==> src/rtl/instruction_fetch.sv <==
// Program-counter and fetch stage of the MiniAlu core: drives the ROM address and registers the word.
// Optional NOP-encoded wait delays are built when NOP_DELAY_EN is defined.
`ifndef NOP
`define NOP 4'h0
`endif

module instruction_fetch #(
    parameter int                    ADDR_WIDTH  = 16,
    parameter int                    INSTR_WIDTH = 28,
    parameter logic [ADDR_WIDTH-1:0] RESET_ADDR  = '0
) (
    input  logic                   Clock,
    input  logic                   Reset,
    output logic [ADDR_WIDTH-1:0]  oROMAddress,
    input  logic [INSTR_WIDTH-1:0] iROMInstruction,
    input  logic                   iStall,
    input  logic                   iBranchTaken,
    input  logic [ADDR_WIDTH-1:0]  iBranchTarget,
    output logic [INSTR_WIDTH-1:0] oInstruction,
    output logic                   oInstructionValid,
    output logic [ADDR_WIDTH-1:0]  oPC
);

    logic [ADDR_WIDTH-1:0]  r_pc;
    logic [ADDR_WIDTH-1:0]  r_opc;
    logic [INSTR_WIDTH-1:0] r_ir;
    logic                   r_valid;
    logic                   w_delay_hold;

`ifdef NOP_DELAY_EN
    logic [23:0] r_delay_cnt;
    logic        w_is_nop;

    assign w_delay_hold = (r_delay_cnt != 24'd0);
    assign w_is_nop     = (iROMInstruction[INSTR_WIDTH-1 -: 4] == `NOP);

    // Loaded on the same edge that latches the NOP, so the NOP itself is still presented valid.
    always_ff @(posedge Clock or negedge Reset) begin
        if (!Reset) begin
            r_delay_cnt <= 24'd0;
        end else if (iBranchTaken) begin
            r_delay_cnt <= 24'd0;
        end else if (w_delay_hold) begin
            if (!iStall) begin
                r_delay_cnt <= r_delay_cnt - 24'd1;
            end
        end else if (!iStall && w_is_nop) begin
            r_delay_cnt <= iROMInstruction[23:0];
        end
    end
`else
    assign w_delay_hold = 1'b0;
`endif

    always_ff @(posedge Clock or negedge Reset) begin
        if (!Reset) begin
            r_pc    <= RESET_ADDR;
            r_ir    <= '0;
            r_opc   <= '0;
            r_valid <= 1'b0;
        end else if (iBranchTaken) begin
            r_pc    <= iBranchTarget;
            r_ir    <= '0;
            r_valid <= 1'b0;
        end else if (w_delay_hold) begin
            r_valid <= 1'b0;
        end else if (!iStall) begin
            r_ir    <= iROMInstruction;
            r_opc   <= r_pc;
            r_valid <= 1'b1;
            r_pc    <= r_pc + 1'b1;
        end
    end

    assign oROMAddress       = r_pc;
    assign oInstruction      = r_ir;
    assign oInstructionValid = r_valid;
    assign oPC               = r_opc;

endmodule

==> config.mk <==
export PLATFORM = sky130hd
export DESIGN_NAME = instruction_fetch
export DESIGN_NICKNAME = d
export VERILOG_FILES = /design/src/rtl/instruction_fetch.sv
export SDC_FILE = /design/constraint.sdc
export NUM_CORES = 1
export LEC_CHECK = 0
export CAP_MARGIN = 15
export CORE_UTILIZATION = 44
export CTS_BUF_LIST = sky130_fd_sc_hd__clkbuf_4
export CTS_CLUSTER_DIAMETER = 60
export DETAILED_ROUTE_END_ITERATION = 16
export PLACE_DENSITY_LB_ADDON = 0.08
export SYNTH_ARGS = -nofsm -noshare
export SYNTH_HDL_FRONTEND = slang
export SYNTH_SLANG_ARGS = --single-unit
==> constraint.sdc <==
create_clock -name Clock -period 1.7 [get_ports Clock]
set_input_delay 0.17 -clock Clock [delete_from_list [all_inputs] [get_ports Clock]]
set_output_delay 0.17 -clock Clock [all_outputs]
set_load 0.05 [all_outputs]
==> results.ini <==
[cells_and_area]
fin_nets=387
layout.cells.most_common=dfrtp_1
layoutNonFillerInstCount=418
fin_util_pct=65.9
drive_gt1_share_pct=20.7
area_growth_syn_to_layout_pct=45.3
design_area_sq_mm=0.00388
diodes=0
final_cell_mix=55 x dfrtp_1, 44 x clkdlybuf4s50_1, 41 x dlygate4sd2_1

[worst_setup_path]
reg2reg_setup_slack_ns=0.16
critPathLaunch=oROMAddress[0]
r2r_start=oROMAddress[0]
path_cells=ha_1, nand4b_4, nor4_2, xnor2_1, o21ai_1
cp-start-kind=flip-flop
cpMaxStageDelayCell=dfrtp_2
crit_path_end=oROMAddress[14]
r2r_cells=5
slowest_delay_ns=0.45
path_depth=5
crit_arrival_ns=1.82
cp_top_family=simple AND/OR/NAND/NOR gates
crit_buf_inv=0
r2r_end=oROMAddress[14]
worstPathRequired_ns=1.97
critPathMaxFanout=6
endpoint_kind=flip-flop
critical_path_class=flip-flop to flip-flop

[floorplan]
core_area_sq_mm=0.00589
start_util_pct=45.3
num_io_pins=109
die_h_um=79.9
die_area_sq_mm=0.00638
rows=28
dieWidth_um=79.9

[global_routing]
grt_pass1_wl_mm=9.57
grt_max_degree=62
grt_pass1_vias=2069
grt.overflow.total=0
grtUsageTotal_pct=20.2
antenna_found_initial=0

[sta]
drv_slew=0
min_period_ns=1.54
setup_viol=0
relSlewSlack_pct=66.3
tns_ns=0
worstMarginPinSlew_ns=0.508
hold_viol=0
clock_skew_ns=0.00892
fin_crit_sh_pct=90.7
max_freq_mhz=648
rsz0062_at_grt=no

[placed_design]
dp.cells=401
gp_congestion=0.787
dpl_cell_area_sq_mm=0.00380
dp_hpwl_mm=4.11
numPortBuffers=108

[min_path]
min-delay-path-class=input port to flip-flop

[logic_synthesis]
syn-cell-area_sq_mm=0.00267
synth_fp_nets=274
synth.distinct_cells=26
synth_seq_cells=61
yosysSeqAreaShare_pct=57.2
synth.avg_cell_area_sq_um=11.9
synthCells=225
yosys_warnings=0

[clock_tree]
cts_root_buffer=clkbuf_4
post_cts_buffers=0
clkLatencyLatePin_ns=0.39
cts_buffer_depth=2
htreeDepth=3
cts_sinks=61
cts_buffers=9
clkTransAtPathRegs_ns=0.09
cts_tree=done

[power]
comb_power_share_pct=30.8
switching_share_pct=36.7
vdd_drop_max_mv=0.524
p_leak_nw=1.90
power.internal_mw=2.44
p_switching_mw=1.42
power_mw=3.85
power.density_mw_per_mm2=994
clockPowerShare_pct=24.3
power_frac_seq_pct=44.8

[status]
status=complete, no violations

[routing]
dr.pass1.iters=6
ant_nets=0
finalWirelength_mm=5.96
wl_per_cell_um=14.3
vias=2089
drtIter0Drc=108
drc=0
vias_per_cell=5.00

[flow_run]
max-cap-violations=0

[per-layer routing]
metal / global-route usage (%) / vias to the layer above / share of wire [%]
met5: 0 / - / 0
met3: 5.83 / 8 / 6.9
met4: 10.2 / 0 / 1.7
li1: - / 1001 / -
met1: 24.7 / 1010 / 43
met2: 32.5 / 70 / 49
[synthesized netlist by cell type, drive strengths merged]
master | instances | share of area, %
dfrtp | 61 | 57
nor2 | 34 | 4.9
mux2i | 29 | 11
mux2 | 17 | 7.2
nand2 | 17 | 2.4
o21ai | 14 | 2.6
xnor2 | 11 | 3.6
buf | 6 | 1.1
clkbuf | 6 | 0.84
nor4 | 5 | 1.9
inv | 4 | 0.56
nand3 | 4 | 0.75
nand4 | 3 | 0.94
nor3 | 3 | 0.56
xor2 | 3 | 0.98
nand4b | 2 | 1.8
a21oi | 1 | 0.19
a221o | 1 | 0.38
ha | 1 | 0.47
nand3b | 1 | 0.28
nor2b | 1 | 0.23
nor3b | 1 | 0.28
[worst min-delay path by stage]
| stage | cells past startpoint | to | from |
|---|---|---|---|
| floorplan | 0 | oInstructionValid | Reset |
| global placement | 2 | oPC[9] | Reset |
| detailed placement | 2 | oPC[8] | Reset |
| CTS | 3 | oROMAddress[0] | iStall |
| global route | 3 | oROMAddress[1] | iStall |
| finish | 3 | oROMAddress[0] | iStall |
[cells by family after synthesis]
group                    count (synthesis)  synth area share (%)
AND/OR/NAND/NOR                         71                  14.0
flip-flops                              61                  57.2
multiplexers                            46                  18.0
AO/OA/AOI/OAI                           16                  3.19
buffers and inverters                   16                  2.53
XOR/XNOR                                14                  4.59
adder cells (fa/ha/maj)                  1                 0.469
[flip-flops by register name (all words and copies together) (netlist names)]
signal	cells
oInstructionValid	1
oPC	16
oROMAddress	16
oInstruction	28
[tightest hold or removal path, cell delays in order]
cell	delay, ns
buf_2	0.16
xor2_1	0.13
o21ai_0	0.08
[final cells by class]
| class | count | area [sq um] |
|---|---|---|
| clock buffers | 9 | 67.6 |
| clock inverters | 7 | 56.3 |
| fillers | 527 | 2010 |
| inverters | 4 | 15.0 |
| multi-input cells | 148 | 1070 |
| flip-flops and latches | 61 | 1530 |
| well taps | 75 | 93.8 |
| repair buffers | 114 | 1040 |
[per-stage QoR]
stage / hold WS, ns / worst slack [ns]
finish: 0.189 / 0.157
global route: 0.220 / 0.0536
CTS: 0.171 / 0.139
detailed placement: 0.201 / 0.164
global placement: 0.205 / 0.216
floorplan: -0.126 / 0.00248
[power groups by stage]
stage | combinational [mW] | sequential (mW) | clock [mW]
detailed placement | 1.27 | 1.76 | 0
finish | 1.19 | 1.73 | 0.937
global placement | 1.26 | 1.76 | 0
global route | 1.26 | 1.75 | 1.03
CTS | 1.20 | 1.73 | 0.968
floorplan | 0.251 | 2.28 | 0
[repair_timing]
action,4_1_cts,5_1_grt
endpoints found under the hold margin,61,0
gates resized for setup,41,0
setup endpoints to repair,41,0
hold buffers,1,0
No activity file was read; power rests on OpenSTA's default activity.
==> patch, RTL diff (same settings) <==
The parameter `INSTR_WIDTH` goes from 28 to 56.
--- a/src/rtl/instruction_fetch.sv
+++ b/src/rtl/instruction_fetch.sv
@@ -7,5 +7,5 @@
 module instruction_fetch #(
     parameter int                    ADDR_WIDTH  = 16,
-    parameter int                    INSTR_WIDTH = 28,
+    parameter int                    INSTR_WIDTH = 56,
     parameter logic [ADDR_WIDTH-1:0] RESET_ADDR  = '0
 ) (
Interface: changed (resized iROMInstruction and oInstruction); port bits go from 109 to 165. The function was not compared with the original's and may differ.
==> patch against the unedited design <==
  * Final area grew 45%
  * Area after synthesis rose by 42%
  * Total power up 42%
  * Combinational power rose by 32%
  * Wire length grew 50%
  * Sequential cell count grew 28
  * Worst setup slack worse by 0.026 ns
==> patch: results (changes against the unedited design) <==
==========================================================================
Most frequent cells after synthesis ......................... dfrtp_1 (89), nor2_1 (62), mux2i_1 (57)   was dfrtp_1 (61), nor2_1 (33), mux2i_1 (29)
Share of synthesized area spent on multiplexers .............       20.44%   was 18.05%
Initial DRC count ...........................................           64   was 108
Time the worst path needs with I/O delays and setup .........     1.568 ns   was 1.543 ns
Setup WS pre-CTS ............................................    0.1580 ns   was 0.1642 ns
Post-synthesis average cell area ............................  11.97 sq um   was 11.86 sq um
Result of the run ........................................... finished clean   unchanged
Worst Hold Slack ............................................    0.1347 ns   was 0.1887 ns
Highest ir drop seen on vdd .................................    0.4704 mV   was 0.5242 mV
Syn_nets ....................................................          393   was 274
Arrival time at the worst endpoint ..........................      1.88 ns   was 1.82 ns
Total number of nets in the final design ....................          560   was 387
DPL Wire Length ............................................. 6428 microns   was 4112 microns
Worst hold endpoint ......................................... oInstruction[2]   was oROMAddress[0]
Cell area after placement ................................... 0.005500 sq mm   was 0.003796 sq mm
Final weighted congestion in routability-driven placement ...       0.7704   was 0.7874
Cell count after placement ..................................          576   was 401
Number of resized instances in the post-cts repair step .....           59   was 41
Fraction of layout instances using a drive strength above 1 .       18.03%   was 20.70%
Biggest area contributors in the synthesized netlist ........ dfrtp_1 (59%), mux2i_1 (15%), nor2_1 (6.2%), mux2_2 (5.4%), xnor2_1 (2.3%)   was dfrtp_1 (57%), mux2i_1 (11%), mux2_2 (7.2%), nor2_1 (4.6%), xnor2_1 (3.6%)
Post-DR vias/cell ...........................................        4.981   was 4.998
Rel. slew slack .............................................       65.35%   was 66.27%
Leakage power of the design .................................     2.814 nW   was 1.896 nW
Count of buffers inserted at the top-level ports ............          164   was 108
Number of filler instances in the final layout ..............          664   was 527
==========================================================================
-- patch: cell count changes after synthesis, sizes merged, moves of 2 or more --
| cell | delta |
|---|---|
| mux2i | +28 |
| dfrtp | +28 |
| buf | +3 |
| clkbuf | +3 |
| nor2 | +29 |
| nor4 | -2 |
-- patch: cell type report --
class / count / area (sq um) / area share (%)
clock buffer: 10 / 75.07 / 1.336
sequential: 89 / 2235 / 39.78
tap: 105 / 131.4 / 2.339
multi-input combinational: 204 / 1466 / 26.10
timing repair buffer: 174 / 1585 / 28.22
clock inverter: 6 / 106.4 / 1.893
inverter: 5 / 18.77 / 0.3341
-- patch: per-layer routing --
layer / track usage [%] / part of all wire (%) / wire, microns / up-vias
li1: - / - / - / 1400
met1: 26.72 / 42 / 3763 / 1436
met2: 33.45 / 48 / 4310 / 105
met3: 5.717 / 7.5 / 670 / 13
met4: 7.576 / 1.9 / 165 / 0
met5: 0 / 0 / 0 / -
